`src/rtl/ram4x4_arb_pkg.sv`:
```
// Shared widths, FSM/client encodings and command record for the ram4x4 arbiter.
package ram4x4_arb_pkg;

  localparam int unsigned ADDR_W = 2;
  localparam int unsigned DATA_W = 4;

  typedef enum logic {
    IDLE  = 1'b0,
    ISSUE = 1'b1
  } state_t;

  typedef enum logic {
    CLIENT_A = 1'b0,
    CLIENT_B = 1'b1
  } client_t;

  typedef struct packed {
    logic              we;
    logic [ADDR_W-1:0] addr;
    logic [DATA_W-1:0] wdata;
  } cmd_t;

endpackage

```
`src/rtl/ram4x4_arb_rr_arb2.sv`:
```
// Combinational two-way round-robin pick: on a tie the client that did not win last time wins.
module rr_arb2
  import ram4x4_arb_pkg::*;
(
  input  logic req_a,
  input  logic req_b,
  input  logic last_owner,
  output logic any,
  output logic winner
);

  always_comb begin
    any = req_a | req_b;
    if (req_a && req_b) begin
      winner = (last_owner == CLIENT_A) ? CLIENT_B : CLIENT_A;
    end else if (req_a) begin
      winner = CLIENT_A;
    end else begin
      winner = CLIENT_B;
    end
  end

endmodule

```
`src/rtl/ram4x4_arb.sv`:
```
// Two-client arbiter/sequencer for the 4x4 single-port RAM.
// Optional contention counter built only when RAM4X4_ARB_STATS_EN is defined.
module ram4x4_arb
  import ram4x4_arb_pkg::*;
(
  input  logic              clk,
  input  logic              rst,
  input  logic              req_a,
  input  logic              req_b,
  input  logic              we_a,
  input  logic              we_b,
  input  logic [ADDR_W-1:0] addr_a,
  input  logic [ADDR_W-1:0] addr_b,
  input  logic [DATA_W-1:0] wdata_a,
  input  logic [DATA_W-1:0] wdata_b,
  output logic              gnt_a,
  output logic              gnt_b,
  output logic              rvalid_a,
  output logic              rvalid_b,
  output logic [DATA_W-1:0] rdata,
  output logic              ram_we,
  output logic [ADDR_W-1:0] ram_addr,
  output logic [DATA_W-1:0] ram_din,
  input  logic [DATA_W-1:0] ram_dout,
  output logic [7:0]        conflict_cnt
);

  state_t  state_q;
  client_t owner_q, last_owner_q;
  cmd_t    cmd_q, win_cmd;
  logic    gnt_a_q, gnt_b_q, rvalid_a_q, rvalid_b_q, ram_we_q;
  logic    any, winner_raw;
  client_t winner;

  rr_arb2 u_arb (
    .req_a      (req_a),
    .req_b      (req_b),
    .last_owner (last_owner_q),
    .any        (any),
    .winner     (winner_raw)
  );

  assign winner = client_t'(winner_raw);

  always_comb begin
    if (winner == CLIENT_A) begin
      win_cmd.we    = we_a;
      win_cmd.addr  = addr_a;
      win_cmd.wdata = wdata_a;
    end else begin
      win_cmd.we    = we_b;
      win_cmd.addr  = addr_b;
      win_cmd.wdata = wdata_b;
    end
  end

  always_ff @(posedge clk or posedge rst) begin
    if (rst) begin
      state_q      <= IDLE;
      owner_q      <= CLIENT_A;
      last_owner_q <= CLIENT_B;
      cmd_q        <= '0;
      gnt_a_q      <= 1'b0;
      gnt_b_q      <= 1'b0;
      rvalid_a_q   <= 1'b0;
      rvalid_b_q   <= 1'b0;
      ram_we_q     <= 1'b0;
    end else begin
      gnt_a_q    <= 1'b0;
      gnt_b_q    <= 1'b0;
      rvalid_a_q <= 1'b0;
      rvalid_b_q <= 1'b0;
      ram_we_q   <= 1'b0;
      case (state_q)
        IDLE: begin
          if (any) begin
            state_q      <= ISSUE;
            cmd_q        <= win_cmd;
            owner_q      <= winner;
            last_owner_q <= winner;
            ram_we_q     <= win_cmd.we;
            gnt_a_q      <= (winner == CLIENT_A);
            gnt_b_q      <= (winner == CLIENT_B);
          end
        end
        ISSUE: begin
          state_q <= IDLE;
          // RAM data_out is registered, so the response lands in the following IDLE cycle
          rvalid_a_q <= !cmd_q.we && (owner_q == CLIENT_A);
          rvalid_b_q <= !cmd_q.we && (owner_q == CLIENT_B);
        end
        default: state_q <= IDLE;
      endcase
    end
  end

  assign gnt_a    = gnt_a_q;
  assign gnt_b    = gnt_b_q;
  assign rvalid_a = rvalid_a_q;
  assign rvalid_b = rvalid_b_q;
  assign ram_we   = ram_we_q;
  // Command register only changes on a grant, so it also holds the RAM port between accesses
  assign ram_addr = cmd_q.addr;
  assign ram_din  = cmd_q.wdata;
  assign rdata    = ram_dout;

`ifdef RAM4X4_ARB_STATS_EN
  logic [7:0] cnt_q;

  always_ff @(posedge clk or posedge rst) begin
    if (rst) begin
      cnt_q <= '0;
    end else if (state_q == IDLE && req_a && req_b && cnt_q != 8'hFF) begin
      cnt_q <= cnt_q + 8'd1;
    end
  end

  assign conflict_cnt = cnt_q;
`else
  assign conflict_cnt = '0;
`endif

endmodule

```
`config.mk`:
```
export PLATFORM = sky130hd
export DESIGN_NAME = ram4x4_arb
export DESIGN_NICKNAME = d
export VERILOG_FILES = /design/src/rtl/ram4x4_arb_pkg.sv /design/src/rtl/ram4x4_arb_rr_arb2.sv /design/src/rtl/ram4x4_arb.sv
export SDC_FILE = /design/constraint.sdc
export NUM_CORES = 1
export LEC_CHECK = 0
export ABC_AREA = 1
export ABC_CLOCK_PERIOD_IN_PS = 1800
export CORE_ASPECT_RATIO = 0.9
export CORE_MARGIN = 3
export CORE_UTILIZATION = 42
export DETAILED_ROUTE_END_ITERATION = 8
export MAX_ROUTING_LAYER = met4
export PLACE_DENSITY = 0.82
export SLEW_MARGIN = 5
export SYNTH_ARGS = -nofsm -noshare
export SYNTH_HDL_FRONTEND = slang
export SYNTH_SLANG_ARGS = --single-unit
```
`constraint.sdc`:
```
create_clock -name clk -period 1.8 [get_ports clk]
set_input_delay 0.45 -clock clk [delete_from_list [all_inputs] [get_ports clk]]
set_output_delay 0.45 -clock clk [all_outputs]
set_load 0.1 [all_outputs]
```
== Word level (Yosys, flattened, before mapping) ==
Index checks and enable logic that the tools add are counted.
Storage, ports and cells
  register bits: 15
  output and inout port bits: 23
  word-level logic and storage cells: 34
Cells by class
  muxes and demuxes: 14
  bitwise gates (word level): 4
  reductions and logical operators: 5
Operators by type and width (number)
  2-to-1 mux 1 bit: 12
  2-to-1 mux 7 bit: 1
  logical AND 1 bit: 3
  inverter 1 bit: 3
  one-hot mux 1 bit (2 select lines): 1
  AND reduction 2 bit: 1
  logical NOT 1 bit: 1
  bitwise OR 1 bit: 1

== Depth between registers and ports, before layout ==
  depth after elaboration: 5
  gate-level depth with buffers: 6

== By module ==
Synthesis repeated with hierarchy kept, for this count alone.
Second synthesis, totals
  cell total of the unflattened synthesis: 97
  area, all modules: 792.0 sq um
By module, submodules not included
  ram4x4_arb: times used 1, cells each 93, area an instance 774.5 sq um, sequential area each 376.6 sq um
  rr_arb2: times used 1, cells each 4, area an instance 17.5 sq um, sequential area each 0.0 sq um

== Least setup slack after synthesis ==
Ideal clock, no wire load.
  path type: register to output
  start point: register gnt_a_q, in the netlist gnt_a
  end point: output port gnt_a
  data arrival time: 0.883 ns
  path slack: 0.467 ns
  stages on the path, launching flop included: 1
  path through: dfrtp_1
RTL lines
  start: declaration: line ram4x4_arb.sv:31  | logic gnt_a_q, gnt_b_q, rvalid_a_q, rvalid_b_q, ram_we_q;
  start signal: assignment: line ram4x4_arb.sv:82  | gnt_a_q <= (winner == CLIENT_A);
  end: declaration: line ram4x4_arb.sv:16  | output logic gnt_a,
No word-level cell between the ends.

== Final worst setup path ==
  start point: input port req_a
  end point: register owner_q
On the way
  cells in the longest elaborated chain, start to end: 2
  elaborated cells between the ends (all ways): 5
  classes of those cells: mux: 2; bitwise: 1; reduce/logical: 2
Ends and longest elaborated chain
  start: declaration: line ram4x4_arb.sv:8  | input logic req_a,
  2-to-1 mux 1 bit (tied with other cells): line ram4x4_arb_rr_arb2.sv:16  | end else if (req_a) begin
  2-to-1 mux 1 bit / AND reduction 2 bit (equally long branches)
  end signal: assignment: line ram4x4_arb.sv:79  | owner_q <= winner;
  end: declaration: line ram4x4_arb.sv:29  | client_t owner_q, last_owner_q;
Parallel ways exist; a longest one is shown, timed or not.
A chain may end at the register's enable or synchronous reset.

==> parameters.txt <==
Parameter                              Value

Clock network
  Clk Tree Root Cell ... clkbuf_4
  Cts hold-fix bufs ... 0
  Total number of clock tree sinks ... 15
  Clock tree from TritonCTS ... built
  Maximum buffer depth of the clock tree ... 2
  Clock buffers created by TritonCTS ... 3
  Later-pin clock latency in the skew report ... 280 ps
  Number of gates resized after cts ... 0
  Clock transition at the register clock pins on the worst setup and hold paths after CTS ... 90 ps
  Post-CTS Repair Setup Buffers ... 0
  Number of levels in the clock H-tree ... 1

Die
  Count of boundary I/O pins ... 45
  FP Rows ... 14
  Die Span Y ... 49.23 um
  Horizontal extent of the die ... 54.03 um
  Core area ... 0.001804 mm^2
  Area of the die ... 0.002660 mm^2
  Starting density of the core ... 0.4834

Global route
  Via count of the first global-routing pass ... 657
  Largest net degree at the start of global routing ... 16
  Global router's overall resource usage ... 0.1520
  Sum of overflow across all layers after global routing ... 0
  Antenna violations before repair ... 0
  Global-route wire length before repair ... 2787 um

Setup path
  Kind of start point of the critical path ... input pin
  Critical path data arrival time ... 1640 ps
  Setup crit end kind ... register
  Startpoint-to-endpoint class of the critical path ... input pin to register
  Required time worst endpoint ... 1980 ps
  Maximum fanout along the worst path ... 11

Route
  Sum of routed wire length over all layers ... 1840 um
  Average detailed-routed wire length per instance ... 12.60 um
  Vias ... 688
  Vias per std cell ... 4.712
  Initial DRC Count ... 20
  DRC violation count after routing ... 0
  Number of nets with antenna violations after detailed routing ... 0
  Number of search-and-repair iterations in the first detailed-routing pass ... 5

Logic synthesis
  Synth Area in Compound Gates ... 0.03874
  Adder-cell area share of the yosys netlist ... 0
  FF+latch count, synth ... 15
  Summed instance area of the synthesized netlist ... 872.1 um^2
  Number of distinct library cell variants in the gate-level netlist after synthesis ... 16
  Yosys synthesis warning count ... 0
  Area fraction in and, or, nand and nor cells after synthesis ... 0.2539
  Post-synthesis xor/xnor area fraction ... 0
  Mapped Cells ... 101
  Sequential area share after synthesis ... 0.4319
  Dominant combinational cell family by area after synthesis ... buffers and inverters
  Mean instance size in the synthesized netlist ... 8.635 um^2
  Multiplexer share of the synthesized area ... 0

Power
  Worst IR Drop VDD ... 556.4 uV
  Power density cells ... 1181 mW/mm^2
  Leakage power ... 0.6402 nW

STA
  Shortest clock period the worst path allows after layout ... 1463 ps
  Worst-case headroom to the max-slew limit ... 0.6432
  Final worst path period share ... 0.8126
  Slew at the pin closest to its max-slew limit ... 534.7 ps
  Fmax ... 683.7 MHz
  Setup violations, final ... 0
  Final number of hold-violating endpoints ... 0
  Setup repair after global routing missed its margin ... no
  Final Max Slew Viols ... 0
  Total negative setup slack ... 0 ps
  Crit path setup slack, layout ... 337.3 ps
  Skew final ... 2.358 ps

Worst hold path
  Type of the tightest min-delay check ... register to register

Finish
  Most common cell after layout, fill and taps aside ... nand2_1
  # nets final ... 145
  Final standard cell utilization of the core ... 0.6671
  Top library cells by usage in the layout, fill and taps aside ... 22 x nand2_1, 20 x inv_1, 17 x clkdlybuf4s50_1
  Area added between synthesis and finish ... 38.02%
  # diodes ... 0
  Share of layout cells above drive strength 1 ... 0.2541
  Final standard cell area without fillers ... 0.001204 mm^2

Placed design
  Number of I/O port buffers ... 28
  Weighted congestion at the end of routability-driven global placement ... 0.8742
  Post-placement worst setup slack ... 32.46 ps
  HPWL after detailed placement ... 1495 um
  Instance area after placement ... 0.001176 mm^2

Job
  Max Cap Viol ... 0

Outcome
  Status ... completed
[cell families after synthesis]
family / after synthesis
compound gates: 3
buf+inv: 41
flops: 15
other cells: 1
simple gates: 41
[synthesized netlist by cell type]
cell type / instances / area [um^2]
nand2_1: 22 / 82.58
inv_1: 20 / 75.07
buf_4: 18 / 135.1
dfrtp_1: 14 / 350.3
nand3_1: 7 / 35.03
nand3_2: 6 / 60.06
buf_6: 2 / 22.52
nand2_2: 2 / 12.51
nor3_1: 2 / 10.01
o21ai_2: 2 / 17.52
conb_1: 1 / 3.750
dfstp_2: 1 / 26.28
inv_2: 1 / 3.750
nand3_4: 1 / 17.52
nor2_1: 1 / 3.750
o21ai_4: 1 / 16.27
[per-layer routing]
layer / vias up / wire length [um] / track usage
met5: - / 0 / -
met4: 0 / 19 / 0.08714
met3: 2 / 207 / 0.03670
met2: 47 / 984 / 0.2460
met1: 322 / 629 / 0.1648
li1: 317 / - / -
[flip-flops by register name, indices dropped and copies added (netlist names)]
name / flops
cmd_q: 1
gnt_a: 1
gnt_b: 1
last_owner_q: 1
owner_q: 1
ram_addr: 2
ram_din: 4
ram_we: 1
rvalid_a: 1
rvalid_b: 1
state_q: 1
[through the flow]
stage,power [W],hold WS [ps],cells
final,0.001422,448.5,146
after global routing,0.001475,468.5,146
after CTS,0.001427,438.9,146
after detailed placement,0.001237,424.7,142
after global placement,0.001221,420.5,142
after floorplan,0.001055,350.8,108
[report_power, final]
group	switching [W]	total (W)	internal (W)
Combinational	0.000524	0.000772	0.000248
Clock	0.000110	0.000193	0.0000825
Sequential	0.0000566	0.000457	0.000400
[final cells by class]
cell class / count / area (um^2)
well taps: 24 / 30.03
clock inverters: 1 / 5.005
repair buffers: 30 / 405.4
fillers: 146 / 600.6
flip-flops and latches: 15 / 376.6
multi-input cells: 52 / 285.3
inverters: 21 / 78.83
clock buffers: 3 / 22.52
[worst paths after layout]
| path | from | end | slack, ps | cells after the start |
|---|---|---|---|---|
| worst max-delay path | req_a | owner_q | 340 | 5 |
| max in group asynchronous | rst | last_owner_q | 930 | 2 |
| worst max register to register | state_q | last_owner_q | 570 | 5 |
| worst min-delay path | state_q | gnt_a | 450 | 1 |
| min in group asynchronous | rst | gnt_b | 510 | 2 |
| worst min register to register | state_q | gnt_a | 450 | 1 |
[worst max-delay path, stage by stage]
cell             delay (ps)
clkdlybuf4s50_1         470
o21ai_4                 270
inv_2                   190
nand2_1                 180
o21ai_2                  70
Note: power is estimated with default switching activity, not from simulation.
